$ cat src/rtl/truth_table_sweeper.sv
// truth_table_sweeper: walks a 3-input gate through all 8 input rows
// and rebuilds its 8-bit truth-table code from the sampled output.

module truth_table_sweeper #(
  // Cycles each row is held before the first sample; legal 1..255
  parameter int unsigned SETTLE_CYCLES = 4
) (
  input  logic       clk,
  input  logic       reset,
  input  logic       start,
  input  logic [7:0] expected,
  input  logic       dut_out,
  output logic       drv_in1,
  output logic       drv_in2,
  output logic       drv_in3,
  output logic       busy,
  output logic       done,
  output logic [7:0] table_code,
  output logic       match,
  output logic       unstable
);

  typedef enum logic [2:0] {
    S_IDLE,
    S_SETTLE,
    S_SAMPLE_A,
    S_SAMPLE_B,
    S_DONE
  } state_t;

  localparam logic [7:0] SETTLE_LAST = 8'(SETTLE_CYCLES - 1);

  state_t     state_q, state_d;
  logic [2:0] idx_q, idx_d;
  logic [7:0] cnt_q, cnt_d;
  logic [7:0] shadow_q, shadow_d;
  logic [7:0] exp_q, exp_d;
  logic       samp_a_q, samp_a_d;
  logic       acc_q, acc_d;
  logic [7:0] code_q, code_d;
  logic       match_q, match_d;
  logic       unst_q, unst_d;

  logic [7:0] shadow_wr;
  logic       acc_wr;

  // Shadow code and unstable flag with the current row's B sample merged in
  always_comb begin
    shadow_wr = shadow_q;
    shadow_wr[3'd7 - idx_q] = dut_out;
    acc_wr = acc_q | (dut_out ^ samp_a_q);
  end

  // Next-state logic: settle, double-sample, advance row, publish on the last row
  always_comb begin
    state_d  = state_q;
    idx_d    = idx_q;
    cnt_d    = cnt_q;
    shadow_d = shadow_q;
    exp_d    = exp_q;
    samp_a_d = samp_a_q;
    acc_d    = acc_q;
    code_d   = code_q;
    match_d  = match_q;
    unst_d   = unst_q;
    unique case (state_q)
      S_IDLE: begin
        if (start) begin
          exp_d    = expected;
          idx_d    = 3'd0;
          cnt_d    = 8'd0;
          shadow_d = 8'h00;
          acc_d    = 1'b0;
          state_d  = S_SETTLE;
        end
      end
      S_SETTLE: begin
        cnt_d = cnt_q + 8'd1;
        if (cnt_q == SETTLE_LAST) begin
          state_d = S_SAMPLE_A;
        end
      end
      S_SAMPLE_A: begin
        samp_a_d = dut_out;
        state_d  = S_SAMPLE_B;
      end
      S_SAMPLE_B: begin
        shadow_d = shadow_wr;
        acc_d    = acc_wr;
        if (idx_q == 3'd7) begin
          code_d  = shadow_wr;
          match_d = (shadow_wr == exp_q);
          unst_d  = acc_wr;
          state_d = S_DONE;
        end else begin
          idx_d   = idx_q + 3'd1;
          cnt_d   = 8'd0;
          state_d = S_SETTLE;
        end
      end
      S_DONE: begin
        idx_d   = 3'd0;
        state_d = S_IDLE;
      end
      default: begin
        idx_d   = 3'd0;
        state_d = S_IDLE;
      end
    endcase
  end

  // State and datapath registers; reset aborts a sweep without publishing
  always_ff @(posedge clk or posedge reset) begin
    if (reset) begin
      state_q  <= S_IDLE;
      idx_q    <= 3'd0;
      cnt_q    <= 8'd0;
      shadow_q <= 8'h00;
      exp_q    <= 8'h00;
      samp_a_q <= 1'b0;
      acc_q    <= 1'b0;
      code_q   <= 8'h00;
      match_q  <= 1'b0;
      unst_q   <= 1'b0;
    end else begin
      state_q  <= state_d;
      idx_q    <= idx_d;
      cnt_q    <= cnt_d;
      shadow_q <= shadow_d;
      exp_q    <= exp_d;
      samp_a_q <= samp_a_d;
      acc_q    <= acc_d;
      code_q   <= code_d;
      match_q  <= match_d;
      unst_q   <= unst_d;
    end
  end

  // Drives follow the row index; status comes straight from state and result flops
  always_comb begin
    {drv_in1, drv_in2, drv_in3} = idx_q;
    busy       = (state_q != S_IDLE);
    done       = (state_q == S_DONE);
    table_code = code_q;
    match      = match_q;
    unstable   = unst_q;
  end

endmodule

$ cat config.mk
export PLATFORM = sky130hd
export DESIGN_NAME = truth_table_sweeper
export DESIGN_NICKNAME = d
export VERILOG_FILES = /design/src/rtl/truth_table_sweeper.sv
export SDC_FILE = /design/constraint.sdc
export NUM_CORES = 1
export LEC_CHECK = 0
export CAP_MARGIN = 20
export CORE_MARGIN = 2
export CORE_UTILIZATION = 30
export DETAILED_ROUTE_END_ITERATION = 10
export PLACE_DENSITY = 0.56
export SLEW_MARGIN = 40
export SYNTH_ARGS = -nofsm -noshare
export SYNTH_HDL_FRONTEND = slang
export SYNTH_SLANG_ARGS = --single-unit
$ cat constraint.sdc
create_clock -name clk -period 2.05 [get_ports clk]
set_input_delay 0.41 -clock clk [delete_from_list [all_inputs] [get_ports clk]]
set_output_delay 0.41 -clock clk [all_outputs]
set_load 0.05 [all_outputs]
Word-level counts from Yosys, hierarchy flattened:

Cells that the tools add are included.

* add/sub/neg operators: 3
* multiply operators: 0
* div/mod/pow operators: 0
* $lt $le $gt $ge: 2
* equal/unequal tests: 10
* shifts and indexed selects: 0
* multiplexer cells: 16
* bitwise logic cells: 3
* reduce and logical (&&, ||, !) cells: 12

Operators by type and width (count)
* $pmux W8 S3: 1
* $mux W8: 2
* $pmux W8 S2: 1
* $mux W3: 5
* $pmux W3 S4: 1
* $pmux W3 S3: 1
* $add A8 B1 Y8 const B: 1
* $bwmux W8: 1
* $eq A8 B2 Y1 const B: 1
* $eq A8 B8 Y1: 1
* $reduce_and A2 Y1: 4
* $eq A3 B2 Y1 const B: 2
* $eq A3 B3 Y1 const B: 2
* $ne A2 B2 Y1 const B: 3
* $reduce_and A3 Y1: 2
* $reduce_bool A3 Y1: 2
* $lt A3 B4 Y1 const B: 1
* $add A3 B1 Y3 const B: 1
* $demux W1 S3: 1
* $eq A3 B1 Y1 const B: 1
* $ge A3 B1 Y1 const B: 1
* $logic_not A3 Y1: 1
* $sub A3 B3 Y3 const A: 1
* $mux W1: 2
* other kinds (7): 7

* register bits: 42
* bits in latches: 0
* memory bits (writable): 0
* memory bits (read-only): 0
* input port bits: 12
* output and inout port bits: 15
* logic and storage cells: 56
* memories kept: 0

Depth between registers and ports, before layout:

Gate-level depths: netlist of run 1.

* word-level depth: 7
* gate-level depth with buffers: 7
* depth with buffers taken out: 6

Worst setup path after synthesis of run 1:

No wires, ideal clock.

* path kind: flip-flop to flip-flop
* start: register idx_q[1]
* end: register cnt_q[5]
* data arrival time: 2216 ps
* data required time: 1972 ps
* path slack: -244 ps
* cell stages (with the launch flop): 8
* cell sequence: dfrtp_1 -> ha_1 -> ha_1 -> a21bo_1 -> a21o_1 -> buf_6 -> or4_1 -> a21oi_1

* word-level cells in the longest chain between the ends: 3

Ends and longest elaborated chain
* from (decl): RTL line 34 `logic [2:0] idx_q, idx_d;`
* from (signal assigned): RTL line 127 `idx_q <= idx_d;`
* $eq A3 B3 Y1: RTL line 90 `if (idx_q == 3'd7) begin`
* $ne A2 B2 Y1 (no line)
* $reduce_and A3 Y1 (no line)
* to (signal assigned): RTL line 128 `cnt_q <= cnt_d;`
* to (decl): RTL line 35 `logic [7:0] cnt_q, cnt_d;`

Every way passes these cells.
A chain may end at the register's enable or synchronous reset.

Worst setup path after layout of run 1:

* start: register match_q (netlist: match)
* end: output port match

RTL lines
* from (decl): RTL line 41 `logic match_q, match_d;`
* from (signal assigned): RTL line 134 `match_q <= match_d;`
* to (decl): RTL line 19 `output logic match,`

No word-level cell between the ends.

==> run summary, run 1 <==
* finished, final reports clean — result of the run
* 1.64 ns — required time of the worst setup path
* 232 — instance count of the mapped netlist
* buffers and inverters — dominant delay contributor by cell family on the critical path
* 0 — Hold Fails Final Rpt
* 44 — count of unique library cells instantiated by Yosys
* 0.0763 ns — worst setup slack before clock tree synthesis
* 27.3% — signed area change from the synthesized netlist to the final layout
* 0 — Resize count post-CTS
* 42 — clock net sink count
* output pin — critical path capture point type
* sky130_fd_sc_hd__dfrtp_1 — leading cell type in the layout, fill and taps excluded
* 0.545 ns — actual transition at the worst max-transition pin
* 2 — maximum fanout along the worst path
* 2280 µm² — Netlist Area Pre-Place
* 0 ns — final total negative setup slack
* 1.29 nW — leakage power
* 1 — sum of buffers and inverters on the critical path
* 2 — buffer depth of the longest clock path
* 1835 — vias after detailed routing
* 43 — largest net degree at the start of global routing
* 1.59 mW — post-route total power
* 42 — number of synthesized register bits
* 247 — post-synth net total
* sky130_fd_sc_hd__clkbuf_8 — cell chosen for the clock root
* 0 — initial antenna violation count
* 13.8 µm — routed length per instance
* false — RSZ-0062 raised after global routing
* 0.219 — switching share of total power
* 0.312 — starting density of the core
* 0.526 GHz — Fmax achieved
* 0.190 — proportion of layout cells with a drive suffix above 1
* 0 — Synth Warn #
* 4.93 — vias per cell
* 7290 µm² — Std-Cell Core Area
* 548 nW/µm² — pwr dens
* 0 — number of failing setup endpoints in the final timing report
* 0.533 — proportion of power drawn by flip-flops and latches
* 1.00 — share of synthesized flip-flops with an asynchronous set or reset
* 2 — number of H-tree branching levels
* 8730 µm — wire length of the first global-routing pass
* 0 — total of max-cap violations
* 0.348 mW — net switching power of the design
* 287 — fin nets
* 9.82 µm² — average cell area after synthesis
* 0 — number of hold buffers added after cts
* 3710 µm — HPWL after detailed placement
* 0.08 ns — clock edge transition at the registers on the reported setup and hold paths
* register to output pin — kind of critical path
* 0 — residual antenna-violating net count after detailed routing
* done — TritonCTS clock tree
* 5 — Num CTS Buffers
* sky130_fd_sc_hd__dfrtp_1 — most used flip-flop cell after synthesis
* register — startpoint types
* met1 — layer with the highest usage after global routing
* 0.927 — final cycle utilization of the critical path
* 0 — Remaining DRCs
* 0.81 ns — slowest stage delay, CP
* 1733 — number of global-route vias before repair
* 31 — number of placement rows
* 0.835 — global placer's final weighted congestion
* 27 — I/O pins
* 0.00691 ns — clock skew after layout
* match — origin of the worst setup path
* 0.0290 — met3 usage in global routing
* 26 — count of port buffers added during placement
* 0.193 — met1 track utilization from global routing
* 0.414 — portion of total power attributed to the clock network
* 0.131 — global-route usage over all layers
* 0 — number of pins with negative max-slew slack in the final report
* 0 — buffers inserted during post-CTS setup optimization
* 0.149 ns — post-layout worst setup margin
* 0.479 ns — smallest hold slack
* idx_q[0] — launching point of the worst reg2reg path
* 0 — final antenna diode count
* 451 µV — Max VDD drop
* 91.2 µm — width of the die
* input pin to asynchronous set/reset pin — class of the tightest hold or removal check
* 0.054 — Comb pwr share
* 8310 µm² — Die Area
* 0.461 — sequential-to-total area share from yosys stat
* 0 — number of synthesized flops with an enable pin
* 0.30 ns — clock insertion delay at the later pin of the skew report
* 4 — first-pass iteration count of the detailed router
* 0.185 — met2 track utilization from global routing
* 40 x sky130_fd_sc_hd__dfrtp_1, 26 x sky130_fd_sc_hd__o21ai_0, 22 x sky130_fd_sc_hd__nand2_1, 22 x sky130_fd_sc_hd__buf_4, 21 x sky130_fd_sc_hd__clkdlybuf4s50_1 — commonest cells after routing, fill and taps aside
* 107 — number of DRC markers in iteration 0
* clkdlybuf4s50_1 — series of cell instances along the critical path
* 1.90 ns — final critical delay including setup and external delays
* 1.49 ns — arrival time at the worst endpoint
* 0.635 — Max-Slew Margin vs Limit
* sky130_fd_sc_hd__clkdlybuf4s50_1 — CP max stage cell
* 91.2 µm — vertical extent of the die
* 5130 µm — sum of routed wire length over all layers
* 0 — total congestion overflow after global routing
* 1.24 mW — total internal power
==> power groups by stage <==
stage | Combinational, mW | Clock [mW] | Sequential, mW
after floorplan | 0.0466 | 0 | 0.860
after global placement | 0.0861 | 0 | 0.864
after detailed placement | 0.0870 | 0 | 0.864
after CTS | 0.0871 | 0.678 | 0.847
after global routing | 0.0953 | 0.712 | 0.849
final | 0.0852 | 0.658 | 0.847
==> through the flow <==
stage               cells  instance area, µm²  utilization
finish                372                2900        0.398
floorplan             232                2300            -
global placement      364                2790        0.383
global route          372                2900        0.398
detailed placement    364                2790        0.383
CTS                   372                2900        0.398
==> synth_stat cells, types with 3 or more instances <==
master,count,share of area
sky130_fd_sc_hd__dfrtp_1,42,0.46
sky130_fd_sc_hd__o21ai_0,26,0.057
sky130_fd_sc_hd__nand2_1,22,0.036
sky130_fd_sc_hd__mux2i_1,13,0.057
sky130_fd_sc_hd__nor2_1,13,0.021
sky130_fd_sc_hd__mux2_2,11,0.054
sky130_fd_sc_hd__a21oi_1,9,0.020
sky130_fd_sc_hd__clkbuf_1,8,0.013
sky130_fd_sc_hd__inv_1,6,0.0099
sky130_fd_sc_hd__nand3_1,6,0.013
sky130_fd_sc_hd__nor3b_1,6,0.020
sky130_fd_sc_hd__xor2_1,6,0.023
sky130_fd_sc_hd__nor2b_1,5,0.014
sky130_fd_sc_hd__and2_1,4,0.011
sky130_fd_sc_hd__nand3b_1,4,0.013
sky130_fd_sc_hd__nor3_1,4,0.0088
sky130_fd_sc_hd__o31ai_1,4,0.013
sky130_fd_sc_hd__xnor2_1,4,0.015
sky130_fd_sc_hd__a31oi_1,3,0.0082
sky130_fd_sc_hd__ha_1,3,0.016
sky130_fd_sc_hd__nand2b_1,3,0.0082
==> cells by family after synthesis <==
group	after synthesis	share of synthesized area
AND/OR/NAND/NOR	82	0.197
AO/OA/AOI/OAI	53	0.142
flip-flops	42	0.461
multiplexers	24	0.111
buffers and inverters	18	0.0340
XOR/XNOR	10	0.0384
adder cells (fa/ha/maj)	3	0.0165
==> final timing paths <==
check,to,slack [ns],cells past startpoint
min in group clk,table_code[7],0.48,2
hold reg to reg,table_code[7],0.48,2
setup reg to reg,cnt_q[5],0.17,6
setup / recovery,match,0.15,1
max in group asynchronous,idx_q[0],1.34,3
hold / removal,match,0.48,3
==> layer usage <==
| metal | up-vias | share of wire |
|---|---|---|
| met5 | - | 0 |
| met3 | 9 | 0.032 |
| met2 | 37 | 0.43 |
| li1 | 915 | - |
| met4 | 0 | 0.019 |
| met1 | 874 | 0.52 |
==> layout make-up <==
class                           count  area, µm²
Timing Repair Buffer               45        415
Inverter                            6       22.5
Fill cell                         764       4390
Sequential cell                    42       1050
Multi-Input combinational cell    172       1180
Clock inverter                      3       40.0
Clock buffer                        5       68.8
Tap cell                           99        124
==> flip-flops by register name, summed over array words and instances, names as in the netlist <==
signal      flops
acc_q           1
cnt_q           8
exp_q           8
idx_q           3
match           1
samp_a_q        1
shadow_q        8
state_q         3
table_code      8
unstable        1
No activity file was read; power rests on OpenSTA's default activity.
==> inputs of run 2 (changes only) <==
--- a/config.mk
+++ b/config.mk
@@ -6,4 +6,5 @@
 export NUM_CORES = 1
 export LEC_CHECK = 0
+export ABC_AREA = 1
 export CAP_MARGIN = 20
 export CORE_MARGIN = 2
==> constraint.sdc (replaced) <==
create_clock -name clk -period 2.05 [get_ports clk]
set_input_delay 0.205 -clock clk [delete_from_list [all_inputs] [get_ports clk]]
set_output_delay 0.205 -clock clk [all_outputs]
set_load 0.05 [all_outputs]
==> run 2 against run 1 <==
Register-to-register slack improved by 0.24 ns. Clock skew decreased by 0.00066 ns. Critical endpoint is now drv_in2. Routed wire length shrank 6.7%. Sequential share of layout area rose by 3.3 points. Die area fell by 5.0%.
==> run summary, run 2 <==
* 88.8 µm — vertical extent of the die
* register — startpoint types
* 0 — number of failing setup endpoints in the final timing report
* 0 — initial antenna violation count
* 1160 nW/µm² — pwr dens
* 4.60 — vias per cell
* 0.544 ns — actual transition at the worst max-transition pin
* 6870 µm² — Std-Cell Core Area
* 0.130 — global-route usage over all layers
* 260 — instance count of the mapped netlist
* 0.487 — sequential-to-total area share from yosys stat
* 26 — count of port buffers added during placement
* sky130_fd_sc_hd__clkdlybuf4s50_1 — CP max stage cell
* 0.961 — final cycle utilization of the critical path
* sky130_fd_sc_hd__nand2_1 — library cell with the highest instance count after synthesis
* input pin to asynchronous set/reset pin — class of the tightest hold or removal check
* 1.77 ns — arrival time at the worst endpoint
* 0 — number of hold buffers added after cts
* buffers and inverters — dominant delay contributor by cell family on the critical path
* 0.637 — Max-Slew Margin vs Limit
* 2 — buffer depth of the longest clock path
* 4 — first-pass iteration count of the detailed router
* sky130_fd_sc_hd__nand2_1 — leading cell type in the layout, fill and taps excluded
* 0.487 — Synth top area share
* 43 — largest net degree at the start of global routing
* register to output pin — kind of critical path
* 0 — total of max-cap violations
* 42 — number of synthesized register bits
* 0.508 GHz — Fmax achieved
* 33 — count of unique library cells instantiated by Yosys
* 1.00 — share of synthesized flip-flops with an asynchronous set or reset
* 0.258 — portion of total power attributed to the clock network
* sky130_fd_sc_hd__dfrtp_1 49%, sky130_fd_sc_hd__nand2_1 11%, sky130_fd_sc_hd__nand3_1 5.8%, sky130_fd_sc_hd__inv_1 4.5%, sky130_fd_sc_hd__o21ai_0 4.2% — main area contributors after synthesis
* 0.339 ns — smallest hold slack
* 0 — Synth Warn #
* 12 — maximum fanout along the worst path
* 88.8 µm — width of the die
* 1.85 ns — required time of the worst setup path
* 0.118 — proportion of layout cells with a drive suffix above 1
* 1 — sum of buffers and inverters on the critical path
* 1771 — vias after detailed routing
* 12.4 µm — routed length per instance
* 7770 µm — wire length of the first global-routing pass
* 4790 µm — sum of routed wire length over all layers
* 0.90 ns — slowest stage delay, CP
* 1623 — number of global-route vias before repair
* 62 x sky130_fd_sc_hd__nand2_1, 42 x sky130_fd_sc_hd__dfrtp_1, 26 x sky130_fd_sc_hd__inv_1, 25 x sky130_fd_sc_hd__nand3_1, 22 x sky130_fd_sc_hd__clkdlybuf4s50_1 — commonest cells after routing, fill and taps aside
* 0 — residual antenna-violating net count after detailed routing
* 63 — number of DRC markers in iteration 0
* 3440 µm — HPWL after detailed placement
* clkdlybuf4s50_1 — series of cell instances along the critical path
* 0 ns — final total negative setup slack
* 0.815 — global placer's final weighted congestion
* 62 x sky130_fd_sc_hd__nand2_1, 42 x sky130_fd_sc_hd__dfrtp_1, 26 x sky130_fd_sc_hd__inv_1 — top cells by instance count after synthesis
* 1.22 nW — leakage power
* 0.358 — Comb pwr share
* 27 — I/O pins
* 8.30 µm² — average cell area after synthesis
* 0 — final antenna diode count
* 3.09 mW — post-route total power
* finished, final reports clean — result of the run
* 30 — number of placement rows
* 2160 µm² — Netlist Area Pre-Place
* 0.09 ns — clock edge transition at the registers on the reported setup and hold paths
* 303 — fin nets
* 0 — Remaining DRCs
* output pin — critical path capture point type
* 0 — buffers inserted during post-CTS setup optimization
* 0.00625 ns — clock skew after layout
* 42 — clock net sink count
* 275 — post-synth net total
* 1.19 mW — net switching power of the design
* done — TritonCTS clock tree
* 7890 µm² — Die Area
* 0 — number of synthesized flops with an enable pin
* 0.30 ns — clock insertion delay at the later pin of the skew report
* 0.386 — Layout Utilization
* 0 — Hold Fails Final Rpt
* sky130_fd_sc_hd__dfrtp_1 — most used flip-flop cell after synthesis
* sky130_fd_sc_hd__clkbuf_8 — cell chosen for the clock root
* 1.90 mW — total internal power
* 1.97 ns — final critical delay including setup and external delays
* 0.384 — proportion of power drawn by flip-flops and latches
* 0 — total congestion overflow after global routing
* false — RSZ-0062 raised after global routing
* 2 — number of H-tree branching levels
* 5 — Num CTS Buffers
* 0.384 — switching share of total power
* 22.8% — signed area change from the synthesized netlist to the final layout
* 823 µV — Max VDD drop
* 0.314 — starting density of the core
* sky130_fd_sc_hd__dfrtp_1 — dominant cell type by area after synthesis
* 0 — number of pins with negative max-slew slack in the final report
run 2: final cells by class:
cell class                 count  area [µm²]
clock buffer                   5        68.8
clock inverter                 3        68.8
fill                         740        4220
inverter                      32         125
multi-input combinational    179         942
sequential                    42        1050
tap                           96         120
timing repair buffer          28         275
run 2: logic make-up (layout without fill, tap and decap cells):
group                    Yosys count  in the layout  share of synthesized area
AND/OR/NAND/NOR                  124            124                      0.267
AO/OA/AOI/OAI                     44             44                      0.115
flip-flops                        42             42                      0.487
buffers and inverters             39             68                     0.0765
XOR/XNOR                           4              4                     0.0162
multiplexers                       4              4                     0.0209
adder cells (fa/ha/maj)            3              3                     0.0174
run 2: path summary, 6_finish.rpt:
check / slack [ns] / end / cells after the start / from
max in group asynchronous: 1.33 / samp_a_q / 3 / reset
setup / recovery: 0.08 / drv_in2 / 1 / idx_q[1]
setup reg to reg: 0.41 / idx_q[1] / 7 / idx_q[1]
hold reg to reg: 0.49 / table_code[5] / 2 / table_code[5]
min in group clk: 0.48 / exp_q[5] / 3 / expected[5]
hold / removal: 0.34 / table_code[7] / 3 / reset
run 2: metrics by stage:
stage / instance area (µm²) / std cells / setup WS [ns]
3_3_place_gp: 2510 / 377 / 0.365
6_report: 2650 / 385 / 0.0799
3_5_place_dp: 2510 / 377 / 0.304
2_1_floorplan: 2160 / 260 / 0.293
4_1_cts: 2650 / 385 / 0.0137
5_1_grt: 2650 / 385 / 0.00253
run 2: repair_timing:
item                                    CTS  global route
endpoints found under the setup margin    0             2
endpoints found under the hold margin     0             0
resized for setup                         0             2
run 2: per-layer routing:
layer	vias to the layer above	wire length (µm)	GRT usage
met5	-	0	0
met4	0	74	0.0455
met3	5	225	0.0326
met2	32	2090	0.194
met1	816	2400	0.183
li1	918	-	-
run 2: power by group through the flow:
stage,Sequential [mW],Clock [mW],Combinational [mW]
after floorplan,1.20,0,0.817
after global placement,1.19,0,1.11
after detailed placement,1.20,0,1.11
after CTS,1.19,0.821,1.12
after global routing,1.21,0.845,1.25
final,1.18,0.797,1.11
==> inputs of run 3 (changes only) <==
- CORE_UTILIZATION: 30 -> 39
- PLACE_DENSITY: 0.56 -> 0.68
- SLEW_MARGIN: 40 -> 20
==> run 3 against run 2 <==
Routed wire length down 7.6%. Power down 5.3%. Design area down 2.3%. Fmax down 0.44%. Count of clock-buffer cells in the layout unchanged. Combinational power about the same. Core utilization up 9.0 points. Hold slack better by 0.016 ns. Via count up 1.1%. Largest cell class unchanged.
==> run summary, run 3 (synthesis results as in run 2) <==
* 1.19 nW — leakage power
* 0 — number of pins with negative max-slew slack in the final report
* 0.476 — Layout Utilization
* 26 — count of port buffers added during placement
* 1791 — vias after detailed routing
* false — RSZ-0062 raised after global routing
* 481 µV — Max VDD drop
* 0 — residual antenna-violating net count after detailed routing
* 0.850 — global placer's final weighted congestion
* 1.98 ns — final critical delay including setup and external delays
* 4 — first-pass iteration count of the detailed router
* 0.159 — global-route usage over all layers
* 7730 µm — wire length of the first global-routing pass
* 0 — number of failing setup endpoints in the final timing report
* 42 — clock net sink count
* 12.2 µm — routed length per instance
* register to output pin — kind of critical path
* 0.29 ns — clock insertion delay at the later pin of the skew report
* 4420 µm — sum of routed wire length over all layers
* 1 — sum of buffers and inverters on the critical path
* 152 — number of DRC markers in iteration 0
* 78.4 µm — width of the die
* 1 — cell count along the critical path
* 20.0% — signed area change from the synthesized netlist to the final layout
* drv_in1 — end point of the critical path
* 62 x sky130_fd_sc_hd__nand2_1, 42 x sky130_fd_sc_hd__dfrtp_1, 26 x sky130_fd_sc_hd__inv_1, 25 x sky130_fd_sc_hd__nand3_1, 23 x sky130_fd_sc_hd__clkdlybuf4s50_1 — commonest cells after routing, fill and taps aside
* register — startpoint types
* 0 — Remaining DRCs
* 3180 µm — HPWL after detailed placement
* 1.85 ns — required time of the worst setup path
* finished, final reports clean — result of the run
* 0.397 — starting density of the core
* 0 — Hold Fails Final Rpt
* idx_q[2] — origin of the worst setup path
* buffers and inverters — dominant delay contributor by cell family on the critical path
* 1130 nW/µm² — pwr dens
* 942 µm² — area of combinational cells with multiple inputs
* 78.4 µm — vertical extent of the die
* 27 — I/O pins
* 12 — maximum fanout along the worst path
* 0 — final antenna diode count
* 6140 µm² — Die Area
* 0.118 — proportion of layout cells with a drive suffix above 1
* sky130_fd_sc_hd__clkdlybuf4s50_1 — CP max stage cell
* 0.645 — Max-Slew Margin vs Limit
* clkdlybuf4s50_1 — series of cell instances along the critical path
* 0 — total congestion overflow after global routing
* 4.96 — vias per cell
* 1669 — number of global-route vias before repair
* done — TritonCTS clock tree
* 0.38 ns — flop-to-flop setup slack
* 0.88 ns — slowest stage delay, CP
* sky130_fd_sc_hd__clkbuf_8 — cell chosen for the clock root
* idx_q[1] — launching point of the worst reg2reg path
* 0.965 — final cycle utilization of the critical path
* 0.354 ns — smallest hold slack
* 0 — buffers inserted during post-CTS setup optimization
* 0 — initial antenna violation count
* 5 — Num CTS Buffers
* 2 — number of H-tree branching levels
* output pin — critical path capture point type
* 1050 µm² — Sequential Area
* 2 — buffer depth of the longest clock path
* sky130_fd_sc_hd__nand2_1 — leading cell type in the layout, fill and taps excluded
* 0 — total of max-cap violations
* 529 — filler cell count
* 6 — Worst Reg2Reg Path Length in Cells
* 5440 µm² — Std-Cell Core Area
* 0.09 ns — clock edge transition at the registers on the reported setup and hold paths
* 303 — fin nets
* input pin to asynchronous set/reset pin — class of the tightest hold or removal check
* 0.505 GHz — Fmax achieved
* 0 ns — final total negative setup slack
* 0.532 ns — actual transition at the worst max-transition pin
* 43 — largest net degree at the start of global routing
* 0.00802 ns — clock skew after layout
* table_code[6] — Critical R2R Capture
* 1.77 ns — arrival time at the worst endpoint
* 27 — number of placement rows
## run 3: through the flow
step                cell area (µm²)  setup WS [ns]  total power [mW]  cells
finish                         2590         0.0712              2.92    361
global route                   2590         0.0278              3.16    361
CTS                            2590        0.00789              2.95    361
detailed placement             2480          0.339              2.30    353
global placement               2480          0.374              2.28    353
floorplan                      2160          0.293              2.02    260
## run 3: final cells by class
type | count | area share
clock buffers | 5 | 0.0266
clock inverters | 3 | 0.0155
multi-input cells | 179 | 0.364
inverters | 32 | 0.0483
repair buffers | 28 | 0.105
flip-flops and latches | 42 | 0.406
well taps | 72 | 0.0348
## run 3: metal layers
metal | routed length [µm] | vias up | share of wire | global-route usage
li1 | - | 914 | - | -
met1 | 2240 | 839 | 0.51 | 0.223
met2 | 1970 | 36 | 0.45 | 0.243
met3 | 180 | 2 | 0.041 | 0.0402
met4 | 36 | 0 | 0.0081 | 0.0474
met5 | 0 | - | 0 | 0
## run 3: timing repair
action,4_1_cts,5_1_grt
resized for setup,0,1
endpoints found under the setup margin,0,1
hold buffers,0,0
## run 3: where the power goes
part           leakage (nW)  switching (mW)  total (mW)  internal, mW
registers             0.538           0.167        1.19          1.02
logic                 0.591           0.697        1.09         0.393
clock network        0.0579           0.287       0.645         0.359
## run 3: how the worst min path moves through the flow
stage / endpoint / start / cells past startpoint
after floorplan: exp_q[2] / expected[2] / 1
after global placement: match / match / 2
after detailed placement: table_code[1] / table_code[1] / 2
after CTS: exp_q[7] / reset / 3
after global routing: exp_q[7] / reset / 3
final: exp_q[7] / reset / 3
